<file path="config.mk">
export PLATFORM = sky130hd
export DESIGN_NAME = alu_operand_stage_flat
export DESIGN_NICKNAME = d
export VERILOG_FILES = /design/src/rtl/alu_pkg.sv /design/src/rtl/alu_operand_stage_if.sv /design/src/rtl/skid_buf2.sv /design/src/rtl/alu_operand_stage.sv /design/src/flat_wrapper.sv
export SDC_FILE = /design/constraint.sdc
export NUM_CORES = 1
export LEC_CHECK = 0
export CAP_MARGIN = 20
export CORE_MARGIN = 2
export CORE_UTILIZATION = 49
export DETAILED_ROUTE_END_ITERATION = 16
export PLACE_DENSITY = 0.81
export SYNTH_ARGS = -nofsm -noshare
export SYNTH_HDL_FRONTEND = slang
export SYNTH_SLANG_ARGS = --single-unit
</file>
<file path="constraint.sdc">
create_clock -name clock -period 2.4 [get_ports clock]
set_input_delay 0.48 -clock clock [delete_from_list [all_inputs] [get_ports clock]]
set_output_delay 0.48 -clock clock [all_outputs]
set_load 0.02 [all_outputs]
</file>
<file path="src/rtl/alu_pkg.sv">
// -----------------------------------------------------------------------------
// alu_pkg
// Shared definitions for the ALU front end.
//   ALU_DW     : datapath width the operand bundle is built for
//   ALUC_*     : ALU control codes carried through the operand stage
//   operand_t  : bundle handed to the ALU (a, b, aluc, rd, wreg)
//   ext_imm()  : 16-bit immediate extension helper
// -----------------------------------------------------------------------------
package alu_pkg;

  localparam int unsigned ALU_DW = 32;

  localparam logic [3:0] ALUC_ADD = 4'b0000;
  localparam logic [3:0] ALUC_SUB = 4'b0100;
  localparam logic [3:0] ALUC_AND = 4'b0001;
  localparam logic [3:0] ALUC_OR  = 4'b0101;
  localparam logic [3:0] ALUC_XOR = 4'b0010;
  localparam logic [3:0] ALUC_LUI = 4'b0110;
  localparam logic [3:0] ALUC_SLL = 4'b0011;
  localparam logic [3:0] ALUC_SRL = 4'b0111;
  localparam logic [3:0] ALUC_SRA = 4'b1111;
  localparam logic [3:0] ALUC_HAM = 4'b1011;

  typedef struct packed {
    logic [ALU_DW-1:0] a;
    logic [ALU_DW-1:0] b;
    logic [3:0]        aluc;
    logic [4:0]        rd;
    logic              wreg;
  } operand_t;

  // Sign- or zero-extend a 16-bit immediate to the datapath width.
  function automatic logic [ALU_DW-1:0] ext_imm(input logic [15:0] imm, input logic sext);
    logic fill;
    fill = sext & imm[15];
    return {{(ALU_DW-16){fill}}, imm};
  endfunction

endpackage

</file>
<file path="src/rtl/alu_operand_stage_if.sv">
// -----------------------------------------------------------------------------
// alu_operand_stage_if
// Handshake and data bus of the ALU operand stage.
//   in_*        : decoded operation from the decoder, valid/ready handshake
//   out_*       : operand bundle towards the ALU, valid/ready handshake
//   stall_cnt   : saturating count of cycles the consumer stalled us
//   fwd_*/in_*_num : forwarding inputs, present only with ALU_FWD_EN defined
// Modports:
//   slave  : the operand stage itself
//   master : the environment (decoder + ALU side)
// -----------------------------------------------------------------------------
interface alu_operand_stage_if #(
  parameter int unsigned DW     = 32,
  parameter int unsigned SCNT_W = 16
);

  logic              in_valid;
  logic              in_ready;
  logic [3:0]        in_aluc;
  logic [DW-1:0]     in_rs_val;
  logic [DW-1:0]     in_rt_val;
  logic [15:0]       in_imm;
  logic [4:0]        in_shamt;
  logic              in_aluimm;
  logic              in_sext;
  logic              in_shift;
  logic [4:0]        in_rd;
  logic              in_wreg;

  logic              out_valid;
  logic              out_ready;
  logic [DW-1:0]     out_a;
  logic [DW-1:0]     out_b;
  logic [3:0]        out_aluc;
  logic [4:0]        out_rd;
  logic              out_wreg;

  logic [SCNT_W-1:0] stall_cnt;

`ifdef ALU_FWD_EN
  logic [4:0]        in_rs_num;
  logic [4:0]        in_rt_num;
  logic              fwd_wen;
  logic [4:0]        fwd_rd;
  logic [DW-1:0]     fwd_data;
`endif

  modport slave (
    input  in_valid, in_aluc, in_rs_val, in_rt_val, in_imm, in_shamt,
    input  in_aluimm, in_sext, in_shift, in_rd, in_wreg,
    output in_ready,
    input  out_ready,
    output out_valid, out_a, out_b, out_aluc, out_rd, out_wreg,
`ifdef ALU_FWD_EN
    input  in_rs_num, in_rt_num, fwd_wen, fwd_rd, fwd_data,
`endif
    output stall_cnt
  );

  modport master (
    output in_valid, in_aluc, in_rs_val, in_rt_val, in_imm, in_shamt,
    output in_aluimm, in_sext, in_shift, in_rd, in_wreg,
    input  in_ready,
    output out_ready,
    input  out_valid, out_a, out_b, out_aluc, out_rd, out_wreg,
`ifdef ALU_FWD_EN
    output in_rs_num, in_rt_num, fwd_wen, fwd_rd, fwd_data,
`endif
    input  stall_cnt
  );

endinterface

</file>
<file path="src/rtl/skid_buf2.sv">
// -----------------------------------------------------------------------------
// skid_buf2
// Generic 2-entry valid/ready skid buffer. An output register (OR) drives the
// consumer; a skid register (SK) catches one extra entry when the consumer
// stalls. o_in_ready is registered and depends only on the skid occupancy,
// never combinationally on i_out_ready. Strict FIFO order.
//   clock, resetn  : clock and asynchronous active-low reset
//   i_in_valid     : producer has data
//   o_in_ready     : buffer can take data this cycle
//   i_in_data      : producer data
//   o_out_valid    : o_out_data is valid
//   i_out_ready    : consumer takes data this cycle
//   o_out_data     : buffered data (contents of OR)
// -----------------------------------------------------------------------------
module skid_buf2 #(
  parameter type T = logic [7:0]
) (
  input  logic clock,
  input  logic resetn,
  input  logic i_in_valid,
  output logic o_in_ready,
  input  T     i_in_data,
  output logic o_out_valid,
  input  logic i_out_ready,
  output T     o_out_data
);

  logic r_or_v;
  logic r_sk_v;
  logic r_in_ready;
  T     r_or;
  T     r_sk;

  logic w_accept;
  logic w_fire;
  logic w_or_v_d;
  logic w_sk_v_d;
  logic w_or_load_sk;
  logic w_or_load_in;
  logic w_sk_load;

  assign w_accept = i_in_valid & r_in_ready;
  assign w_fire   = r_or_v & i_out_ready;

  always_comb begin
    w_or_v_d     = r_or_v;
    w_sk_v_d     = r_sk_v;
    w_or_load_sk = 1'b0;
    w_or_load_in = 1'b0;
    w_sk_load    = 1'b0;
    if (!r_or_v || w_fire) begin
      // OR is free this edge: the skid entry is older, so it goes first.
      if (r_sk_v) begin
        w_or_load_sk = 1'b1;
        w_or_v_d     = 1'b1;
        w_sk_v_d     = 1'b0;
      end else if (w_accept) begin
        w_or_load_in = 1'b1;
        w_or_v_d     = 1'b1;
      end else begin
        w_or_v_d     = 1'b0;
      end
    end else if (w_accept) begin
      // OR is stuck: park the new entry in SK.
      w_sk_load = 1'b1;
      w_sk_v_d  = 1'b1;
    end
  end

  always_ff @(posedge clock or negedge resetn) begin
    if (!resetn) begin
      r_or_v     <= 1'b0;
      r_sk_v     <= 1'b0;
      r_in_ready <= 1'b0;
      r_or       <= '0;
      r_sk       <= '0;
    end else begin
      r_or_v     <= w_or_v_d;
      r_sk_v     <= w_sk_v_d;
      // Registered copy of ~sk_v; low during reset, high from the first edge after.
      r_in_ready <= ~w_sk_v_d;
      if (w_or_load_sk) begin
        r_or <= r_sk;
      end else if (w_or_load_in) begin
        r_or <= i_in_data;
      end
      if (w_sk_load) begin
        r_sk <= i_in_data;
      end
    end
  end

  assign o_in_ready  = r_in_ready;
  assign o_out_valid = r_or_v;
  assign o_out_data  = r_or;

endmodule

</file>
<file path="src/rtl/alu_operand_stage.sv">
// -----------------------------------------------------------------------------
// alu_operand_stage
// Operand stage in front of the single-cycle ALU. Optionally forwards a
// late register write onto rs/rt, forms operands a and b from register values,
// shift amount and immediate, and hands the bundle through a 2-entry skid
// buffer. Counts stall cycles (out_valid & ~out_ready), saturating.
//   clock, resetn : clock and asynchronous active-low reset
//   bus (slave)   : in_* decoded op + handshake, out_* operand bundle +
//                   handshake, stall_cnt
// Build option:
//   ALU_FWD_EN    : adds in_rs_num/in_rt_num/fwd_wen/fwd_rd/fwd_data to the
//                   bus and enables forwarding at input capture.
// DW must match alu_pkg::ALU_DW, the width of the operand bundle.
// -----------------------------------------------------------------------------
module alu_operand_stage
  import alu_pkg::*;
#(
  parameter int unsigned DW     = ALU_DW,
  parameter int unsigned SCNT_W = 16
) (
  input  logic               clock,
  input  logic               resetn,
  alu_operand_stage_if.slave bus
);

  logic [DW-1:0]     w_rs_val;
  logic [DW-1:0]     w_rt_val;
  logic [DW-1:0]     w_ext;
  operand_t          w_in_op;
  operand_t          w_out_op;
  logic              w_in_ready;
  logic              w_out_valid;
  logic [SCNT_W-1:0] r_stall_cnt;

  // Forwarding only touches the incoming operation; held entries are final.
`ifdef ALU_FWD_EN
  logic w_fwd_rs;
  logic w_fwd_rt;

  assign w_fwd_rs = bus.fwd_wen && (bus.fwd_rd != 5'd0) && (bus.fwd_rd == bus.in_rs_num);
  assign w_fwd_rt = bus.fwd_wen && (bus.fwd_rd != 5'd0) && (bus.fwd_rd == bus.in_rt_num);
  assign w_rs_val = w_fwd_rs ? bus.fwd_data : bus.in_rs_val;
  assign w_rt_val = w_fwd_rt ? bus.fwd_data : bus.in_rt_val;
`else
  assign w_rs_val = bus.in_rs_val;
  assign w_rt_val = bus.in_rt_val;
`endif

  assign w_ext = ext_imm(bus.in_imm, bus.in_sext);

  always_comb begin
    w_in_op      = '0;
    w_in_op.a    = bus.in_shift ? {{(DW-5){1'b0}}, bus.in_shamt} : w_rs_val;
    w_in_op.b    = bus.in_aluimm ? w_ext : w_rt_val;
    w_in_op.aluc = bus.in_aluc;
    w_in_op.rd   = bus.in_rd;
    w_in_op.wreg = bus.in_wreg;
  end

  skid_buf2 #(
    .T(operand_t)
  ) u_skid (
    .clock      (clock),
    .resetn     (resetn),
    .i_in_valid (bus.in_valid),
    .o_in_ready (w_in_ready),
    .i_in_data  (w_in_op),
    .o_out_valid(w_out_valid),
    .i_out_ready(bus.out_ready),
    .o_out_data (w_out_op)
  );

  always_ff @(posedge clock or negedge resetn) begin
    if (!resetn) begin
      r_stall_cnt <= '0;
    end else if (w_out_valid && !bus.out_ready && (r_stall_cnt != {SCNT_W{1'b1}})) begin
      r_stall_cnt <= r_stall_cnt + SCNT_W'(1);
    end
  end

  assign bus.in_ready  = w_in_ready;
  assign bus.out_valid = w_out_valid;
  assign bus.out_a     = w_out_op.a;
  assign bus.out_b     = w_out_op.b;
  assign bus.out_aluc  = w_out_op.aluc;
  assign bus.out_rd    = w_out_op.rd;
  assign bus.out_wreg  = w_out_op.wreg;
  assign bus.stall_cnt = r_stall_cnt;

endmodule

</file>
<file path="src/flat_wrapper.sv">
// flat-port wrapper written by rule: the top's interface ports become plain ports
module alu_operand_stage_flat import alu_pkg::*;
#(
  parameter int unsigned DW     = ALU_DW,
  parameter int unsigned SCNT_W = 16
)
  (clock, resetn, bus_in_valid, bus_in_aluc, bus_in_rs_val, bus_in_rt_val, bus_in_imm, bus_in_shamt, bus_in_aluimm, bus_in_sext, bus_in_shift, bus_in_rd, bus_in_wreg, bus_in_ready, bus_out_ready, bus_out_valid, bus_out_a, bus_out_b, bus_out_aluc, bus_out_rd, bus_out_wreg, bus_stall_cnt);
  alu_operand_stage_if #(.DW(DW), .SCNT_W(SCNT_W)) bus_i ();
  input  logic clock;
  input  logic resetn;
  input wire logic [$bits(bus_i.in_valid)-1:0] bus_in_valid;
  input wire logic [$bits(bus_i.in_aluc)-1:0] bus_in_aluc;
  input wire logic [$bits(bus_i.in_rs_val)-1:0] bus_in_rs_val;
  input wire logic [$bits(bus_i.in_rt_val)-1:0] bus_in_rt_val;
  input wire logic [$bits(bus_i.in_imm)-1:0] bus_in_imm;
  input wire logic [$bits(bus_i.in_shamt)-1:0] bus_in_shamt;
  input wire logic [$bits(bus_i.in_aluimm)-1:0] bus_in_aluimm;
  input wire logic [$bits(bus_i.in_sext)-1:0] bus_in_sext;
  input wire logic [$bits(bus_i.in_shift)-1:0] bus_in_shift;
  input wire logic [$bits(bus_i.in_rd)-1:0] bus_in_rd;
  input wire logic [$bits(bus_i.in_wreg)-1:0] bus_in_wreg;
  output wire logic [$bits(bus_i.in_ready)-1:0] bus_in_ready;
  input wire logic [$bits(bus_i.out_ready)-1:0] bus_out_ready;
  output wire logic [$bits(bus_i.out_valid)-1:0] bus_out_valid;
  output wire logic [$bits(bus_i.out_a)-1:0] bus_out_a;
  output wire logic [$bits(bus_i.out_b)-1:0] bus_out_b;
  output wire logic [$bits(bus_i.out_aluc)-1:0] bus_out_aluc;
  output wire logic [$bits(bus_i.out_rd)-1:0] bus_out_rd;
  output wire logic [$bits(bus_i.out_wreg)-1:0] bus_out_wreg;
  output wire logic [$bits(bus_i.stall_cnt)-1:0] bus_stall_cnt;
  assign bus_i.in_valid = bus_in_valid;
  assign bus_i.in_aluc = bus_in_aluc;
  assign bus_i.in_rs_val = bus_in_rs_val;
  assign bus_i.in_rt_val = bus_in_rt_val;
  assign bus_i.in_imm = bus_in_imm;
  assign bus_i.in_shamt = bus_in_shamt;
  assign bus_i.in_aluimm = bus_in_aluimm;
  assign bus_i.in_sext = bus_in_sext;
  assign bus_i.in_shift = bus_in_shift;
  assign bus_i.in_rd = bus_in_rd;
  assign bus_i.in_wreg = bus_in_wreg;
  assign bus_in_ready = bus_i.in_ready;
  assign bus_i.out_ready = bus_out_ready;
  assign bus_out_valid = bus_i.out_valid;
  assign bus_out_a = bus_i.out_a;
  assign bus_out_b = bus_i.out_b;
  assign bus_out_aluc = bus_i.out_aluc;
  assign bus_out_rd = bus_i.out_rd;
  assign bus_out_wreg = bus_i.out_wreg;
  assign bus_stall_cnt = bus_i.stall_cnt;
  alu_operand_stage #(.DW(DW), .SCNT_W(SCNT_W)) u_core (.clock(clock), .resetn(resetn), .bus(bus_i));
endmodule
</file>
# Yosys cells after proc, flatten, opt, wreduce, memory -nomap -nowiden
# Index checks and enable logic that the tools add are counted.
# totals
wordCells	39
reg_bits	167
inputBits	102
# op_classes
bitwise_logic	4
n_addsub	1
n_reduce_logical	6
eq_ne	1
mux	13
# ops
cell	n
74-bit two-way mux	2
32-bit two-way mux	2
16-bit by 1-bit adder with 16-bit output, second input constant	1
16-bit inequality test, second input constant	1
1-bit two-way mux	9
1-bit AND	3
1-bit logical AND	2
1-bit logical NOT	2
2-bit nonzero test	1
1-bit logical OR	1
1-bit inverter	1

# Longest topological paths before layout
# Gate-level depths: netlist of the first run.
# logic_depth
depth_word	6
mapped_depth	8
depth_no_buf	5

# By module
# A second synthesis of the first run with hierarchy kept.
# hier_totals
hier_cells	569
area_unflattened_um2	8639.5
# by_module_without_submodules
mod	n_inst	area_each_um2	seq_area_each_um2	cells_each
skid_buf2	1	7253.2	3778.6	405
alu_operand_stage	1	1386.3	400.4	164

# Worst setup path after synthesis of the first run
# Ideal clock, no wire load.
# synth_timing
kind	reg2reg
from	reg u_core.r_stall_cnt[0] (netlist: u_core.bus.stall_cnt[0])
to	reg u_core.r_stall_cnt[1] (netlist: u_core.bus.stall_cnt[1])
slack_ps	532
n_path_buf	0
path_stages_with_launch	5
arrival_ps	1743
required_ps	2275
path_cell_list	dfrtp_1 ha_1 nand3_1 o41ai_4 mux2_2
# synth_via
elab_chain_cells	2
# synth_lines
element	line_no	text
start, declared	alu_operand_stage.sv:33	logic [SCNT_W-1:0] r_stall_cnt;
start signal, assigned	alu_operand_stage.sv:77	r_stall_cnt <= r_stall_cnt + SCNT_W'(1);
branches (longest 2 deep; another with 16-bit by 1-bit adder with 16-bit output)	-	
# Parallel ways; which one is timed is not known.
# A chain may end at the register's enable or synchronous reset.

# Final worst setup path of the first run
# layout_timing
from	reg u_core.r_stall_cnt[7] (netlist: u_core.bus.stall_cnt[7])
to	out bus_stall_cnt[7]
# layout_rtl
element	line_no	text
end, declared	flat_wrapper.sv:30	output wire logic [$bits(bus_i.stall_cnt)-1:0] bus_stall_cnt;
# No word-level cell between the ends.

==> metrics, run 1 <==
DRC violations left=0; unrepaired setup endpoints after global routing=false; worst path buffer plus inverter count=1; proportion of netlist area held by the largest area contributor=0.5682; Sw Share=0.3094; type of the tightest min-delay check=reg -> reg; Detailed Route Iter0 Violations=349; Net Switching=0.002830 W; Critical Path Sink Type=output pin; number of cells on the critical path=1; arrival time at the worst endpoint=1560 ps; number of distinct library cells after synthesis=33; outcome=finished clean; required time worst endpoint=1920 ps; clock tree from TritonCTS=yes; largest net degree at the start of global routing=72; largest cells by area after synthesis=sky130_fd_sc_hd__dfrtp_1, sky130_fd_sc_hd__o21ai_0, sky130_fd_sc_hd__nand2_1; boundary pin count=194; Mapped Area=7355 um^2; Critical Path Start Type=register; WS Path Type=reg -> out; biggest cell delay along the critical path=650 ps; ordered cell list for the critical path=clkdlybuf4s50_1; Max Cap Violations=0; final count of pins violating max slew=0; post-synthesis sequential element count=167; FP Rows=44; power share of the combinational group=0.283; Max Fclk=490.2 MHz; synthesis-to-finish area growth=37.89%; CTS clock-pin slew for the worst setup and hold paths=60 ps; initial antenna violation count=0; post-route worst hold slack=477.4 ps; WL/cell=15.89 um; total CTS buffers=17; clock share of power=0.290; ranking of synthesized cells by instance count=sky130_fd_sc_hd__dfrtp_1, sky130_fd_sc_hd__nand2_1, sky130_fd_sc_hd__o21ai_0; per-instance average area after synthesis=9.859 um^2; maximum fanout along the worst path=7; number of sinks driven by the clock tree=167; power share of the sequential group=0.427; Final ANT Viol Nets=0; # H-tree levels=4; cells after synthesis=746; worst vdd rail ir drop=0.4739 mV; Max-slew headroom=0.5425; Clock Path Buffers=2; final core utilization=0.6951; shortest period the worst path allows=2040 ps; placed wire-length estimate after detailed placement=12.00 mm; setup violation total in the final timing report=0; die width=126.5 um; area of the core=14590 um^2; number of nets in the synthesized netlist=849; Diodes inserted=0; internal power summed over all cells=0.006317 W; Final nets=1027; clk root buf=sky130_fd_sc_hd__clkbuf_16; total leakage power=4.574 nW; cell total after placement=1088; worst skew pair latency=430 ps; full die area=16000 um^2; Pwr per Cell Area=902.1 nW/um^2; depth of the worst hold-timing path=2; CP max stage cell=sky130_fd_sc_hd__clkdlybuf4s50_1; share of async-settable or async-resettable flops after synthesis=1.000; global-route wire length before repair=29.41 mm; hold violation total from the final report=0; count of buffers inserted at the top-level ports=193; cell taking the most area after synthesis=sky130_fd_sc_hd__dfrtp_1; CTS hold repair buffers=1; grt total ovfl=0; post-DR vias/cell=5.335; number of gates given a new drive strength after cts=0; Post-Route Skew=6.755 ps; CP top delay family=buffers and inverters; sequential element share of the synthesized area=0.5682; Die Span Y=126.5 um; final cycle utilization of the critical path=0.8500; via count of the first global-routing pass=5906; Tot GR Track Use=0.2303; total routed wirelength=17.82 mm; Pre-antenna DRT Iters=4; worst setup slack for register-to-register paths=480 ps; proportion of layout cells with a drive suffix above 1=0.08965; total negative setup slack=0 ps; Top FF cell, synth=sky130_fd_sc_hd__dfrtp_1; Worst Tran Pin Value=686.2 ps; count of flip-flops with a built-in enable after synthesis=0; effective utilization at floorplan=0.5041; number of warnings issued by yosys=0; number of fill cells=1098; number of cells on the worst reg-to-reg path=4; number of non-filler instances in the completed layout=1121; via count=5981; gpl congestion=0.7764; buffers inserted by post-CTS timing repair=0; most numerous cell in the Yosys netlist=sky130_fd_sc_hd__dfrtp_1
-- worst reg2reg max path: cells and delay by family, from the launching register on --
| kind | cells | cell delay, ps |
|---|---|---|
| simple gates | 1 | 190 |
| flops | 1 | 410 |
| compound gates | 1 | 570 |
| fa+ha+maj | 1 | 240 |
| mux | 1 | 390 |
-- cells by family (layout without fill, tap and decap cells) --
group	Yosys count	count (layout)	share of synthesized area
DFF	167	167	0.5682
adders and majority gates	1	1	0.001701
AOI/OAI and AO/OA	223	223	0.1638
xor gates and xnor gates	15	15	0.01786
buffers and inverters	59	250	0.03368
muxes	57	57	0.08200
and+or+nand+nor	224	224	0.1327
-- per-stage QoR --
stage	area [um^2]	worst slack (ps)	power (W)
finish	10140	359.9	0.009148
detailed placement	9549	290.4	0.006548
global route	10140	299.5	0.009640
CTS	10140	356.3	0.009209
global placement	9549	304.3	0.006450
floorplan	7355	532.5	0.005210
-- power groups by stage --
stage | Clock (W) | Combinational, W | Sequential, W
after floorplan | 0 | 0.000891 | 0.00432
after global placement | 0 | 0.00254 | 0.00391
after detailed placement | 0 | 0.00260 | 0.00395
after CTS | 0.00268 | 0.00262 | 0.00391
after global routing | 0.00283 | 0.00282 | 0.00399
final | 0.00265 | 0.00259 | 0.00391
-- placed cells by master, fill, tap and decap left out, drive strengths merged, types with 4 or more instances in the layout --
| cell type | instances |
|---|---|
| buf | 21 |
| clkdlybuf4s50 | 192 |
| mux2i | 31 |
| mux2 | 26 |
| clkbuf | 25 |
| dfrtp | 167 |
| clkinv | 6 |
| a21o | 16 |
| xor2 | 13 |
| nand2 | 132 |
| nand3 | 6 |
| nand4 | 4 |
| a21oi | 65 |
| nand2b | 28 |
| nor3 | 7 |
| o21ai | 124 |
| o22ai | 15 |
| nor2 | 39 |
-- state kept, by name, indices dropped and copies added, names as in the netlist --
name and flops:
u_core.bus.stall_cnt 16, u_core.u_skid.o_in_ready 1, u_core.u_skid.o_out_data 74, u_core.u_skid.o_out_valid 1, u_core.u_skid.r_sk 74, u_core.u_skid.r_sk_v 1
-- area by class of cell --
type                            instances  area [um^2]  area share
Clock buffer                           25        515.5     0.05083
Clock inverter                          7        66.31    0.006539
Multi-Input combinational cell        520         2950      0.2909
Timing Repair Buffer                  214         2181      0.2151
Tap cell                              184        230.2     0.02270
Sequential cell                       167         4183      0.4125
Inverter                                4        15.01    0.001481
-- worst paths after layout --
check	startpoint	endpoint
max in group asynchronous	resetn	u_core.u_skid.r_sk[26]
min in group asynchronous	resetn	u_core.bus.stall_cnt[9]
hold reg to reg	u_core.u_skid.o_out_data[57]	u_core.u_skid.o_out_data[57]
setup reg to reg	u_core.bus.stall_cnt[0]	u_core.bus.stall_cnt[1]
hold / removal	u_core.u_skid.o_out_data[57]	u_core.u_skid.o_out_data[57]
setup / recovery	u_core.bus.stall_cnt[7]	bus_stall_cnt[7]
-- routing by layer --
metal,GRT usage,wire length (um)
met1,0.3102,7945
met2,0.3517,8270
met3,0.06917,1110
met4,0.09244,490
met5,0,0
(Power assumes the default switching activity.)
==> run 2, diff against run 1 <==
--- a/config.mk
+++ b/config.mk
@@ -6,10 +6,11 @@
 export NUM_CORES = 1
 export LEC_CHECK = 0
 export CAP_MARGIN = 20
-export CORE_MARGIN = 2
+export CORE_MARGIN = 3
 export CORE_UTILIZATION = 49
 export DETAILED_ROUTE_END_ITERATION = 16
 export PLACE_DENSITY = 0.81
+export SETUP_SLACK_MARGIN = 0.5
 export SYNTH_ARGS = -nofsm -noshare
 export SYNTH_HDL_FRONTEND = slang
 export SYNTH_SLANG_ARGS = --single-unit
==> metrics, run 2 (same netlist as run 1, synthesis figures left out) <==
outcome=finished clean; setup violation total in the final timing report=0; gpl congestion=0.7643; Routed met3 length=1.483 mm; shortest period the worst path allows=1861 ps; post-DR vias/cell=5.314; initial antenna violation count=0; grt total ovfl=0; final cycle utilization of the critical path=0.7754; total area of sequential cells=4183 um^2; largest net degree at the start of global routing=81; clock share of power=0.296; required time worst endpoint=1920 ps; met2 routed WL=8.594 mm; worst skew pair latency=420 ps; synthesis-to-finish area growth=38.94%; via count of the first global-routing pass=5833; full die area=16510 um^2; total leakage power=5.209 nW; unrepaired setup endpoints after global routing=false; placed wire-length estimate after detailed placement=12.63 mm; commonest cells after routing, fill and taps aside=sky130_fd_sc_hd__dfrtp_1, sky130_fd_sc_hd__nand2_1, sky130_fd_sc_hd__o21ai_0, sky130_fd_sc_hd__clkdlybuf4s50_1, sky130_fd_sc_hd__a21oi_1; hold violation total from the final report=0; DRC violations left=0; area of the core=14590 um^2; total CTS buffers=17; die width=128.5 um; total negative setup slack=0 ps; number of sinks driven by the clock tree=167; global-route wire length before repair=29.58 mm; Final nets=1028; clock tree from TritonCTS=yes; commonest non-fill, non-tap cell in the layout=sky130_fd_sc_hd__dfrtp_1; total routed wirelength=18.60 mm; CTS hold repair buffers=0; Worst Tran Pin Value=668.6 ps; power share of the combinational group=0.274; Pwr per Cell Area=888.0 nW/um^2; type of the tightest min-delay check=in -> async; boundary pin count=194; ordered cell list for the critical path=clkdlybuf4s50_1; Max Cap Violations=0; CP top delay family=buffers and inverters; proportion of layout cells with a drive suffix above 1=0.09062; Critical Path Start Type=register; clk root buf=sky130_fd_sc_hd__clkbuf_16; # H-tree levels=4; Diodes inserted=0; effective utilization at floorplan=0.5041; number of non-filler instances in the completed layout=1122; arrival time at the worst endpoint=1380 ps; uppermost routed layer=met4; worst vdd rail ir drop=0.4908 mV; WL/cell=16.58 um; WS Path Type=reg -> out; Net Switching=0.002859 W; power share of the sequential group=0.430; Max Fclk=537.4 MHz; maximum fanout along the worst path=2; Post-Route Skew=6.929 ps; CTS clock-pin slew for the worst setup and hold paths=60 ps; count of buffers inserted at the top-level ports=193; Max-slew headroom=0.5543; number of fill cells=1069; internal power summed over all cells=0.006215 W; buffers inserted by post-CTS timing repair=0; total routed wire length on the met1 layer=8.125 mm; Tot GR Track Use=0.2252; Sw Share=0.3151; FP Rows=44; biggest cell delay along the critical path=610 ps; worst path buffer plus inverter count=1; Pre-antenna DRT Iters=5; Final ANT Viol Nets=0; final count of pins violating max slew=0; Die Span Y=128.5 um; CP max stage cell=sky130_fd_sc_hd__clkdlybuf4s50_1; total area of multi-input combinational cells=2950 um^2; cell total after placement=1090; Critical Path Sink Type=output pin; Detailed Route Iter0 Violations=467; via count=5962; Clock Path Buffers=2; final core utilization=0.7004
## run 2: final cells by class
| class | count | area share |
|---|---|---|
| clock inverter | 9 | 0.009795 |
| multi-input combinational | 520 | 0.2887 |
| inverter | 4 | 0.001469 |
| tap | 184 | 0.02253 |
| sequential | 167 | 0.4093 |
| timing repair buffer | 215 | 0.2214 |
| clock buffer | 23 | 0.04677 |
## run 2: power groups by stage
stage	clock, W	sequential (W)	combinational (W)
finish	0.00268	0.00390	0.00249
global route	0.00284	0.00398	0.00272
floorplan	0	0.00432	0.000891
detailed placement	0	0.00395	0.00262
CTS	0.00272	0.00390	0.00255
global placement	0	0.00391	0.00255
## run 2: metrics by stage
stage	hold slack [ps]	cell area, um^2	worst slack [ps]	power, W
2_1_floorplan	184.4	7355	532.5	0.005210
4_1_cts	30.86	10120	503.1	0.009169
3_3_place_gp	460.6	9589	297.9	0.006468
3_5_place_dp	469.0	9589	261.9	0.006569
5_1_grt	37.99	10220	500.3	0.009541
6_report	10.27	10220	539.0	0.009074
## run 2: metal layers
| layer | vias up | global-route usage |
|---|---|---|
| li1 | 2932 | - |
| met1 | 2808 | 0.3044 |
| met2 | 189 | 0.3497 |
| met3 | 33 | 0.06642 |
| met4 | 0 | 0.07968 |
| met5 | - | 0 |
## run 2: what timing repair did
| action | in CTS | in global routing |
|---|---|---|
| gates cloned | 0 | 0 |
| resized for setup | 37 | 39 |
| endpoints found under the setup margin | 38 | 39 |
| pin swaps | 1 | 0 |
## run 2: path summary, 6_finish.rpt
path	startpoint	end	slack, ps	cells past startpoint
setup / recovery	u_core.u_skid.o_out_data[37]	bus_out_b[27]	540	1
hold / removal	resetn	u_core.bus.stall_cnt[10]	10	1
setup reg to reg	u_core.bus.stall_cnt[8]	u_core.bus.stall_cnt[1]	580	3
hold reg to reg	u_core.u_skid.o_out_data[60]	u_core.u_skid.o_out_data[60]	470	2
max in group asynchronous	resetn	u_core.u_skid.o_out_data[70]	1720	2
min in group clock	u_core.u_skid.o_out_data[60]	u_core.u_skid.o_out_data[60]	470	2
==> run 3, diff against run 2 <==
==> constraint.sdc (replaced) <==
create_clock -name clock -period 1.91 [get_ports clock]
set_input_delay 0.382 -clock clock [delete_from_list [all_inputs] [get_ports clock]]
set_output_delay 0.382 -clock clock [all_outputs]
set_load 0.02 [all_outputs]
==> metrics, run 3 (same netlist as run 1, synthesis figures left out) <==
outcome=finished clean; Worst Setup Slack post-DPL=-87.77 ps; post-route worst hold slack=474.5 ps; commonest non-fill, non-tap cell in the layout=sky130_fd_sc_hd__dfrtp_1; Post-Route Skew=7.602 ps; largest net degree at the start of global routing=54; proportion of layout cells with a drive suffix above 1=0.3791; depth of the worst hold-timing path=2; final cycle utilization of the critical path=0.9193; required time worst endpoint=2200 ps; total power=0.01237 W; worst skew pair latency=430 ps; setup violation total in the final timing report=0; clock tree from TritonCTS=yes; area of the core=14590 um^2; Worst Tran Pin Value=576.9 ps; global-route wire length before repair=33.06 mm; FP Rows=44; hold_sp=u_core.u_skid.o_out_data[15]; worst setup slack for register-to-register paths=150 ps; final count of pins violating max slew=0; crit path setup slack, layout=154.1 ps; boundary pin count=194; Die Span Y=128.5 um; terminating pin of the worst hold path=u_core.u_skid.o_out_data[15]; unrepaired setup endpoints after global routing=true; CTS clock-pin slew for the worst setup and hold paths=70 ps; effective utilization at floorplan=0.5041; Max-slew headroom=0.6124; Critical Path Start Type=register; Detailed Route Iter0 Violations=635; reg-to-reg critical path endpoint=u_core.bus.stall_cnt[7]; type of the tightest min-delay check=reg -> reg; total leakage power=5.571 nW; WS Path Type=reg -> reg; count of buffers inserted at the top-level ports=193; Pwr per Cell Area=1056 nW/um^2; commonest cells after routing, fill and taps aside=sky130_fd_sc_hd__dfrtp_1, sky130_fd_sc_hd__nand2_1, sky130_fd_sc_hd__clkdlybuf4s50_1, sky130_fd_sc_hd__buf_2, sky130_fd_sc_hd__buf_4; total routed wirelength=25.19 mm; WL/cell=20.80 um; arrival time at the worst endpoint=2040 ps; Tot GR Track Use=0.2529; placed wire-length estimate after detailed placement=12.65 mm; clk root buf=sky130_fd_sc_hd__clkbuf_16; grt total ovfl=0; worst vdd rail ir drop=0.6726 mV; shortest period the worst path allows=1756 ps; Clock Path Buffers=2; Max Cap Violations=0; Final nets=1116; maximum fanout along the worst path=4; die width=128.5 um; number of cells on the worst reg-to-reg path=4; gpl congestion=0.7905; launch point of the worst reg-to-reg path=u_core.bus.stall_cnt[14]; Final ANT Viol Nets=0; post-DR vias/cell=5.846; full die area=16510 um^2; number of sinks driven by the clock tree=167; Pre-antenna DRT Iters=4; # H-tree levels=4; Max Fclk=569.5 MHz; synthesis-to-finish area growth=59.19%; total CTS buffers=17; Critical Path Sink Type=register; hold violation total from the final report=0; via count of the first global-routing pass=6411; initial antenna violation count=1; DRC violations left=0; via count=7080
-- run 3: cell count changes in the layout (fill, tap and decap cells not counted), sizes merged, moves of 14 or more --
cell	previous run	this run
dlymetal6s2s	39	1
buf	23	186
clkdlybuf4s50	116	97
clkbuf	23	37
dlygate4sd2	37	2
-- run 3: how the worst max path moves through the flow --
stage,start,endpoint,slack [ps],depth (start not counted)
after floorplan,bus_out_ready,u_core.bus.stall_cnt[15],190,6
after global placement,bus_in_aluimm,u_core.u_skid.r_sk[40],-80,5
after detailed placement,bus_in_aluimm,u_core.u_skid.r_sk[40],-90,5
after CTS,u_core.bus.stall_cnt[7],bus_stall_cnt[7],330,1
after global routing,u_core.bus.stall_cnt[11],u_core.bus.stall_cnt[7],110,4
final,u_core.bus.stall_cnt[14],u_core.bus.stall_cnt[7],150,4
-- run 3: final cells by class --
cell class              instances  area [um^2]
clock buffers                  23        467.9
repair buffers                302         3075
multi-input cells             521         3655
diodes                          1        2.502
flip-flops and latches        167         4205
well taps                     184        230.2
clock inverters                 9        52.55
inverters                       4        18.77
fillers                       808         2882
-- run 3: report_power, final --
group | internal [W] | leakage (nW) | switching, W | total, W
clock network | 0.00172 | 0.253 | 0.00139 | 0.00311
registers | 0.00440 | 2.10 | 0.000680 | 0.00508
logic | 0.00194 | 3.22 | 0.00223 | 0.00418
total | 0.00806 | 5.57 | 0.00431 | 0.0124
-- run 3: routing by layer --
layer  vias up  share of wire  wire [um]  GRT usage
li1       3110              -          -          -
met1      3567           0.39       9815     0.3336
met2       342           0.51      12770     0.4051
met3        61          0.075       1884    0.06268
met4         0          0.029        719     0.1007
met5         -              0          0          0
-- run 3: what timing repair did --
item,CTS,global route
endpoints found under the hold margin,43,0
hold buffers,1,0
resized for setup,456,206
setup endpoints to repair,212,174
pin swaps,39,76
cloned,5,18
setup buffers,30,25
-- run 3: stage by stage --
stage	setup TNS [ps]	util	instances	instance area, um^2
detailed placement	-1584	0.6728	1099	9816
global route	0	0.8025	1211	11710
CTS	0	0.7211	1167	10520
finish	0	0.8025	1211	11710
global placement	-1068	0.6728	1099	9816
floorplan	0	-	746	7581
-- run 3: critical path, stage by stage (launching register included) --
cell                      delay (ps)
sky130_fd_sc_hd__dfrtp_2         410
sky130_fd_sc_hd__nand4_1         300
sky130_fd_sc_hd__nor3_1          550
sky130_fd_sc_hd__nor3_1          170
sky130_fd_sc_hd__xor2_1          190
